==> config.mk <==
export PLATFORM = sky130hd
export DESIGN_NAME = fft_iter_r2
export DESIGN_NICKNAME = d
export VERILOG_FILES = /design/src/rtl/fft_pkg.sv /design/src/rtl/fft_bfly_r2.sv /design/src/rtl/fft_iter_r2.sv
export SDC_FILE = /design/constraint.sdc
export NUM_CORES = 2
export LEC_CHECK = 0
export BUFFER_PORTS_ARGS = -buffer_cell sky130_fd_sc_hd__buf_2
export CELL_PAD_IN_SITES_DETAIL_PLACEMENT = 0
export CELL_PAD_IN_SITES_GLOBAL_PLACEMENT = 1
export CORE_UTILIZATION = 45
export DETAILED_ROUTE_END_ITERATION = 10
export MAX_ROUTING_LAYER = met4
export PLACE_DENSITY = 0.75
export SLEW_MARGIN = 20
export SYNTH_ARGS = -nofsm -noshare
export SYNTH_HDL_FRONTEND = slang
export SYNTH_SLANG_ARGS = --single-unit
==> constraint.sdc <==
create_clock -name clk -period 31.8 [get_ports clk]
set_input_delay 6.36 -clock clk [delete_from_list [all_inputs] [get_ports clk]]
set_output_delay 6.36 -clock clk [all_outputs]
set_load 0.02 [all_outputs]
==> src/rtl/fft_pkg.sv <==
// Shared definitions for the iterative radix-2 FFT.
//   state_t    : control FSM states (LOAD, COMPUTE, UNLOAD)
//   clog2      : integer ceil(log2(v)) usable in constant expressions
//   bitrev     : reverse the low 'bits' bits of v
//   tw_re/tw_im: twiddle ROM generation, W_N^k = cos(2*pi*k/N) - j*sin(2*pi*k/N),
//                quantised to signed Q1.(TW-1), round to nearest, +1.0 clamped
//                to 2^(TW-1)-1. Valid for TW <= 31.
package fft_pkg;

    typedef enum logic [1:0] {
        S_LOAD    = 2'd0,
        S_COMPUTE = 2'd1,
        S_UNLOAD  = 2'd2
    } state_t;

    localparam real PI = 3.14159265358979323846;

    function automatic int clog2(input int v);
        int r = 0;
        while ((1 << r) < v) r++;
        return r;
    endfunction

    function automatic int bitrev(input int v, input int bits);
        int r = 0;
        for (int i = 0; i < 32; i++) begin
            if (i < bits && v[i]) r = r | (1 << (bits - 1 - i));
        end
        return r;
    endfunction

    function automatic int tw_quant(input real v, input int tw);
        real scaled = v * (2.0 ** (tw - 1));
        int  q      = int'($floor(scaled + 0.5));
        int  maxv   = (1 << (tw - 1)) - 1;
        if (q > maxv) q = maxv;
        return q;
    endfunction

    function automatic int tw_re(input int n, input int tw, input int k);
        return tw_quant($cos(2.0 * PI * k / n), tw);
    endfunction

    function automatic int tw_im(input int n, input int tw, input int k);
        return tw_quant(-$sin(2.0 * PI * k / n), tw);
    endfunction

endpackage

==> src/rtl/fft_bfly_r2.sv <==
// Combinational radix-2 DIT butterfly with per-stage scaling by 1/2.
//   a, b   : input pair (signed DW-bit real/imag)
//   w      : twiddle, signed Q1.(TW-1)
//   w_one  : twiddle is exactly 1 (k = 0); product is bypassed
//   x, y   : x = (a + b*w) >>> 1, y = (a - b*w) >>> 1
// The product uses full-width intermediates and an arithmetic shift by
// TW-1, i.e. truncation toward minus infinity.
module fft_bfly_r2 #(
    parameter int DW = 16,
    parameter int TW = 16
) (
    input  logic signed [DW-1:0] a_re,
    input  logic signed [DW-1:0] a_im,
    input  logic signed [DW-1:0] b_re,
    input  logic signed [DW-1:0] b_im,
    input  logic signed [TW-1:0] w_re,
    input  logic signed [TW-1:0] w_im,
    input  logic                 w_one,
    output logic signed [DW-1:0] x_re,
    output logic signed [DW-1:0] x_im,
    output logic signed [DW-1:0] y_re,
    output logic signed [DW-1:0] y_im
);
    localparam int PW = DW + TW + 1;

    logic signed [PW-1:0] m_re, m_im, p_re, p_im;
    logic signed [PW-1:0] s_re, s_im, d_re, d_im;
    logic                 unused_bits;

    assign m_re = PW'(b_re) * PW'(w_re) - PW'(b_im) * PW'(w_im);
    assign m_im = PW'(b_re) * PW'(w_im) + PW'(b_im) * PW'(w_re);

    // W^0 is exactly 1, but the ROM can only hold 1 - 2^-(TW-1); multiplying
    // by that would pull every k=0 butterfly down one LSB per stage.
    assign p_re = w_one ? PW'(b_re) : (m_re >>> (TW - 1));
    assign p_im = w_one ? PW'(b_im) : (m_im >>> (TW - 1));

    assign s_re = PW'(a_re) + p_re;
    assign s_im = PW'(a_im) + p_im;
    assign d_re = PW'(a_re) - p_re;
    assign d_im = PW'(a_im) - p_im;

    // Dropping bit 0 is the >>>1; the upper bits are sign copies.
    assign x_re = s_re[DW:1];
    assign x_im = s_im[DW:1];
    assign y_re = d_re[DW:1];
    assign y_im = d_im[DW:1];

    assign unused_bits = ^{s_re[PW-1:DW+1], s_re[0], s_im[PW-1:DW+1], s_im[0],
                           d_re[PW-1:DW+1], d_re[0], d_im[PW-1:DW+1], d_im[0]};

endmodule

==> src/rtl/fft_iter_r2.sv <==
// Iterative in-place radix-2 DIT FFT, one butterfly per clock.
//   clk, rst_n          : clock, asynchronous active-low reset
//   in_valid/in_ready   : input handshake, samples x[0..N-1] in natural order
//   in_re, in_im        : input sample
//   out_valid/out_ready : output handshake, bins X[0..N-1] in natural order
//   out_re, out_im      : output bin (DFT/N)
//   out_idx             : bin index of the current output
//   busy                : high while butterflies are being computed
// Frame flow: LOAD (N beats, bit-reversed writes) -> COMPUTE ((N/2)*log2(N)
// cycles) -> UNLOAD (N beats) -> LOAD.
module fft_iter_r2
    import fft_pkg::*;
#(
    parameter int N  = 8,
    parameter int DW = 16,
    parameter int TW = 16
) (
    input  logic                  clk,
    input  logic                  rst_n,
    input  logic                  in_valid,
    output logic                  in_ready,
    input  logic signed [DW-1:0]  in_re,
    input  logic signed [DW-1:0]  in_im,
    output logic                  out_valid,
    input  logic                  out_ready,
    output logic signed [DW-1:0]  out_re,
    output logic signed [DW-1:0]  out_im,
    output logic [$clog2(N)-1:0]  out_idx,
    output logic                  busy
);
    localparam int LOGN = clog2(N);
    localparam int HALF = N / 2;
    localparam int BW   = LOGN - 1;

    state_t          state, state_nxt;
    logic [LOGN-1:0] cnt;       // load / unload index
    logic [BW-1:0]   bf;        // butterfly index within a stage
    logic [2:0]      stage;
    logic            rdy_en;    // holds in_ready low until the first edge after reset

    logic signed [DW-1:0] mem_re [N];
    logic signed [DW-1:0] mem_im [N];
    logic signed [TW-1:0] rom_re [HALF];
    logic signed [TW-1:0] rom_im [HALF];

    logic            in_fire, out_fire, last_bf, last_stage;
    logic [LOGN-1:0] load_addr, ia, ib;
    logic [BW-1:0]   tw_k;
    logic signed [DW-1:0] x_re, x_im, y_re, y_im;
    int              s_i, pos_i, base_i;

    for (genvar k = 0; k < HALF; k++) begin : g_rom
        localparam int WR = tw_re(N, TW, k);
        localparam int WI = tw_im(N, TW, k);
        assign rom_re[k] = TW'(WR);
        assign rom_im[k] = TW'(WI);
    end

    assign in_ready   = rdy_en && (state == S_LOAD);
    assign in_fire    = in_valid && in_ready;
    assign out_valid  = (state == S_UNLOAD);
    assign out_fire   = out_valid && out_ready;
    assign busy       = (state == S_COMPUTE);
    assign last_bf    = (bf == BW'(HALF - 1));
    assign last_stage = (stage == 3'(LOGN - 1));
    assign load_addr  = LOGN'(bitrev(int'(cnt), LOGN));

    // Stage s, butterfly j: pairs are 2^s apart inside groups of 2^(s+1);
    // twiddle exponent is (j mod 2^s) * N / 2^(s+1).
    always_comb begin
        s_i    = int'(stage);
        pos_i  = int'(bf) & ((1 << s_i) - 1);
        base_i = ((int'(bf) >> s_i) << (s_i + 1)) | pos_i;
        ia     = LOGN'(base_i);
        ib     = LOGN'(base_i | (1 << s_i));
        tw_k   = BW'(pos_i << (BW - s_i));
    end

    fft_bfly_r2 #(.DW(DW), .TW(TW)) u_bfly (
        .a_re  (mem_re[ia]),
        .a_im  (mem_im[ia]),
        .b_re  (mem_re[ib]),
        .b_im  (mem_im[ib]),
        .w_re  (rom_re[tw_k]),
        .w_im  (rom_im[tw_k]),
        .w_one (tw_k == '0),
        .x_re  (x_re),
        .x_im  (x_im),
        .y_re  (y_re),
        .y_im  (y_im)
    );

    always_ff @(posedge clk or negedge rst_n) begin
        if (!rst_n) state <= S_LOAD;
        else        state <= state_nxt;
    end

    always_comb begin
        state_nxt = state;
        case (state)
            S_LOAD:    if (in_fire && cnt == LOGN'(N - 1))   state_nxt = S_COMPUTE;
            S_COMPUTE: if (last_bf && last_stage)            state_nxt = S_UNLOAD;
            S_UNLOAD:  if (out_fire && cnt == LOGN'(N - 1))  state_nxt = S_LOAD;
            default:                                         state_nxt = S_LOAD;
        endcase
    end

    // cnt wraps at N by width; bf wraps at N/2 by width.
    always_ff @(posedge clk or negedge rst_n) begin
        if (!rst_n) begin
            cnt    <= '0;
            bf     <= '0;
            stage  <= '0;
            rdy_en <= 1'b0;
        end else begin
            rdy_en <= 1'b1;
            case (state)
                S_LOAD:   if (in_fire)  cnt <= cnt + LOGN'(1);
                S_UNLOAD: if (out_fire) cnt <= cnt + LOGN'(1);
                S_COMPUTE: begin
                    bf <= bf + BW'(1);
                    if (last_bf) stage <= last_stage ? 3'd0 : stage + 3'd1;
                end
                default: ;
            endcase
        end
    end

    // Register file: deliberately not reset; only UNLOAD exposes it.
    always_ff @(posedge clk) begin
        if (in_fire) begin
            mem_re[load_addr] <= in_re;
            mem_im[load_addr] <= in_im;
        end else if (state == S_COMPUTE) begin
            mem_re[ia] <= x_re;
            mem_im[ia] <= x_im;
            mem_re[ib] <= y_re;
            mem_im[ib] <= y_im;
        end
    end

    assign out_re  = out_valid ? mem_re[cnt] : '0;
    assign out_im  = out_valid ? mem_im[cnt] : '0;
    assign out_idx = out_valid ? cnt : '0;

endmodule
== Word-level counts from Yosys, hierarchy flattened ==
Memory sizes are Yosys's and may differ from the RTL's.
Cells that the tools add are included.

* Bits in writable memories: 256
* Input port bits: 36
* Word-level logic and storage cells: 89
* Memories: 2
* Memory bits (read-only): 0
* Register bits after elaboration: 11
* Latch bits: 0
* Output and inout port bits: 38

* $add $sub $neg: 12
* Multiplexer cells: 33
* Order comparisons: 1
* Shifts and indexed selects: 4
* Divide/modulo/power cells: 0
* Multipliers: 4
* Reduce and logical (&&, ||, !) cells: 14
* Bitwise operators: 4
* Equal/unequal tests: 10

{| class="wikitable"
|+ Memory list
! memory !! depth !! width !! rd ports !! clocked after memory_dff !! write ports !! RTL line !! source
|-
| mem_im || 8 || 16 || 3 || 0 || 2 || fft_iter_r2.sv:42 || <nowiki>logic signed [DW-1:0] mem_im [N];</nowiki>
|-
| mem_re || 8 || 16 || 3 || 0 || 2 || fft_iter_r2.sv:41 || <nowiki>logic signed [DW-1:0] mem_re [N];</nowiki>
|}

{| class="wikitable"
|+ Operators by type and width
! cell !! number
|-
| multiplier 16 x 16 -> 32 bit || 4
|-
| 2-to-1 mux 16 bit || 8
|-
| binary-select mux 16 bit (select 2 bit) || 2
|-
| adder 16 x 17 -> 17 bit || 2
|-
| 2-to-1 mux 17 bit || 2
|-
| subtractor 16 x 17 -> 17 bit || 2
|-
| adder 32 bit || 1
|-
| AND 3 x 32 -> 32 bit || 1
|-
| OR reduction 16 bit || 2
|-
| left shift 1 x 3 -> 32 bit, first input constant || 1
|-
| left shift 32 x 32 -> 2 bit || 1
|-
| left shift 32 x 4 -> 3 bit || 1
|-
| right shift 2 x 3 -> 32 bit || 1
|-
| subtractor 32 x 2 -> 32 bit, second input constant || 1
|-
| subtractor 32 bit || 1
|-
| 2-to-1 mux 3 bit || 7
|-
| 2-to-1 mux 1 bit || 8
|-
| 2-to-1 mux 2 bit || 4
|-
| != test 2 x 1 -> 1 bit, second input constant || 4
|-
| adder 3 x 1 -> 3 bit, second input constant || 2
|-
| logical AND 1 bit || 6
|-
| bitwise OR 3 bit || 2
|-
| case mux 2 bit (3 select lines) || 1
|-
| case mux 3 bit (2 select lines) || 1
|-
| 14 further kinds || 17
|}

== Logic depth before layout (Yosys ltp) ==
* Depth after elaboration: 13
* Gate-level depth with buffers: 57
* Gate-level depth less buffers: 51

== Modules after synthesis ==
From an unflattened synthesis, not the netlist that was laid out.

* Cells, all modules: 6,612
* Area, all modules: 60,797.1 um^2

{| class="wikitable"
|+ Modules (own cells, without submodules)
! module !! times used !! cells an instance !! area each (um^2)
|-
| fft_bfly_r2 || 1 || 4,697 || 42,668.4
|-
| fft_iter_r2 || 1 || 1,915 || 18,128.6
|}

== Worst setup path after synthesis ==
No wires, ideal clock.

* Kind: flip-flop to flip-flop
* Start point: register stage[0]
* End point: memory mem_re[5][15], data pin
* Stages on the path, launching flop included: 54
* Library setup time: 0.282 ns
* Required time: 31.518 ns
* Path buffers: 7
* Clock period less this slack: 12.729 ns
* Slack: 19.071 ns
* Arrival time: 12.446 ns
* Cells stage by stage: dfrtp_1 > inv_1 > ha_1 > nor4_4 > a211o_1 > buf_4 > buf_4 > clkbuf_1 > clkbuf_1 > clkbuf_1 > buf_1 > nand2_1 > nand3_1 > nand4_1 > or2_2 > inv_1 > fa_1 > inv_1 > (+18 left out) > xor2_1 > nor2_1 > or2_2 > ha_1 > clkbuf_1 > a21o_1 > a21oi_1 > o21bai_1 > a21oi_1 > o21bai_1 > a21oi_1 > o21ai_0 > o41ai_1 > o21a_1 > o21ai_0 > or2_2 > mux2i_1 > o22ai_1

{| class="wikitable"
|+ RTL lines
! what !! RTL line !! source
|-
| start: declaration || fft_iter_r2.sv:38 || <nowiki>logic [2:0] stage;</nowiki>
|-
| start signal: assignment || fft_iter_r2.sv:122 || <nowiki>if (last_bf) stage <= last_stage ? 3'd0 : stage + 3'd1;</nowiki>
|-
| end: declaration || fft_iter_r2.sv:41 ||
|}

==> impl_metrics.ini <==
[layout]
final_common_cell = inv_1
n_fill_cell = 10700
multiInputGateArea_um2 = 37900
finalNetCount = 6865
seq_area_um2 = 7970
area_growth_pct = 6.42
final_cell_mix = inv_1, fa_1, nand2_1
post-route-util_pct = 48.3
drive_gt1_share_pct = 7.47

[sta]
tightest_slew_ps = 1210
relSlewSlack_pct = 18.9
drv_slew = 0
fin_crit_sh_pct = 48.0
rsz0062_at_grt = false
min_period_ps = 15250
setup_tns_ps = 0
setup_viol = 0
worst_clock_skew_ps = 17.8
hold_viol = 0
fmax_mhz = 65.6

[logic_synthesis]
syn_nets = 6926
synth_flop_cell = edfxtp_1
synth-seq-cells = 267
synth_top_cell_area_share_pct = 31.7
ys.warnings.count = 0
synth.area.top_cells = fa_1, edfxtp_1, ha_1
synthArstFlopShare_pct = 4.12
synth_top_area_cell = fa_1
synthDistinctLibCells = 97
ys_seq_area_share_pct = 15.6
syn_area_um2 = 51000
synth_edf_count = 256
syn_avg_cell_area_um2 = 9.11
syn_inst = 5596

[die]
ioPinCount = 74
dieArea_um2 = 115000
rows = 123
die_w_um = 339
start_util_pct = 45.4
dieHeight_um = 339
core_area_um2 = 112000

[worst_setup_path]
crit_required_ps = 32090
start_kind = flip-flop
critical_path_buf_inv_count = 7
cp_max_fo = 65
cp.depth = 43
cp_top_family = adder cells
critPathArrivalTime_ps = 15540
path_class = reg2reg
crit_top_cell = fa_1
r2r_cells = 43
crit_slowest_cell = nor2_1
endpoint_kind = flip-flop
cpPeakStageDelay_ps = 870

[route]
wire_per_inst_um = 23.4
drt_wl_total_um = 165000
firstDrtPassIters = 6
ant_nets = 0
viasPerCell = 5.47
drt-initial-drc-count = 3557
vias = 38600
route.detailed.drc = 0

[clock_tree]
hold_buffers = 0
clk_latency_ps = 590
clk_pin_slew_ps = 60
cts_made_buffers = 30
cts.repair.resized = 0
cts_tree = yes
clock_tree.buffer_depth = 3
cts_setup_buffers = 0
cts_sinks = 267
h-tree-depth = 1
clockRootBuffer = clkbuf_16

[grt]
first_global_vias = 39100
grt_pass1_wl_um = 249000
grt_max_degree = 126
antenna_found_initial = 3
grt_use_total_pct = 29.9
grt-ovfl-total = 0

[place]
port_buffers = 73
dp_hpwl_um = 127000
place.gp.congestion = 0.937

[outcome]
outcome = completed

[hold_path]
min_path_type = reg2reg
hold_path_depth = 2

[job]
max_cap_viol_count = 0
## Yosys cell counts (4+ instances only)
cell,instances
dfrtp_1,11
and2_1,36
mux2i_1,130
or2_2,74
nand2_1,705
fa_1,806
o21ai_0,128
mux2_2,5
xor2_1,49
a21o_1,39
a21oi_1,238
ha_1,488
nand4_1,37
a211oi_1,19
a32oi_1,4
o21bai_1,30
nor3b_1,6
edfxtp_1,256
o2bb2ai_1,9
o21ba_2,4
nor3_1,19
nor2b_1,16
and3_1,17
mux4_2,64
inv_1,1172
nand3_1,266
a311oi_1,6
o21ai_1,6
o22ai_1,10
buf_1,55
o21a_1,11
a31oi_1,8
a22oi_1,4
nor4_1,8
nand2b_1,34
xnor2_1,143
o31ai_1,6
nor2_1,406
a211o_1,6
clkbuf_1,180
## area by class of cell
class                           count  area share (%)
Clock buffer                       32            1.44
Timing Repair Buffer              148            1.73
Tap cell                         1500            3.46
Sequential cell                   267            14.7
Inverter                         1174            8.12
Clock inverter                     24           0.669
Antenna cell                        1         0.00461
Multi-Input combinational cell   3914            69.9
## registers in the layout, indices dropped and copies added (netlist names)
signal  cells
state       2
bf          2
stage       3
cnt         3
mem_re    128
rdy_en      1
mem_im    128
## kinds of logic after synthesis
group                    Yosys count  synth area share, %
AO/OA/AOI/OAI                    581                 7.17
XOR/XNOR                         195                 3.41
adder cells (fa/ha/maj)         1297                 43.7
buffers and inverters           1415                 10.4
flip-flops                       267                 15.6
multiplexers                     199                 5.49
other                              2               0.0147
AND/OR/NAND/NOR                 1640                 14.2
## per-layer routing
metal  global-route usage (%)  wire length [um]
met2                     46.9             77000
met1                     39.8             68600
met5                        -                 0
met3                     4.62             13500
met4                     9.29              5930
## tightest hold or removal path: stages, from the launching register on
cell and delay (ps):
dfrtp_1 440, nand2_1 80, nand2_1 60
## through the flow
stage          hold WS, ps  instances  worst slack [ps]  cell area [um^2]
6_report               607       7060             16550             54200
5_1_grt                660       7059             15770             54200
4_1_cts                609       7059             16910             54200
3_5_place_dp           591       7003             16950             53100
3_3_place_gp           593       7003             17140             53100
2_1_floorplan          514       5596             19070             51000
## worst paths after layout
path	to	slack, ps	from
max in group asynchronous	cnt[1]	25920	rst_n
setup / recovery	mem_re[5][15]	16550	stage[0]
hold / removal	bf[1]	610	bf[1]
min in group asynchronous	rdy_en	5630	rst_n
hold reg to reg	bf[1]	610	bf[1]
setup reg to reg	mem_re[5][15]	16550	stage[0]
Power is left out: the tool's default activity adds up to more than one toggle a clock period on the data nets, which glitch-free logic cannot reach.
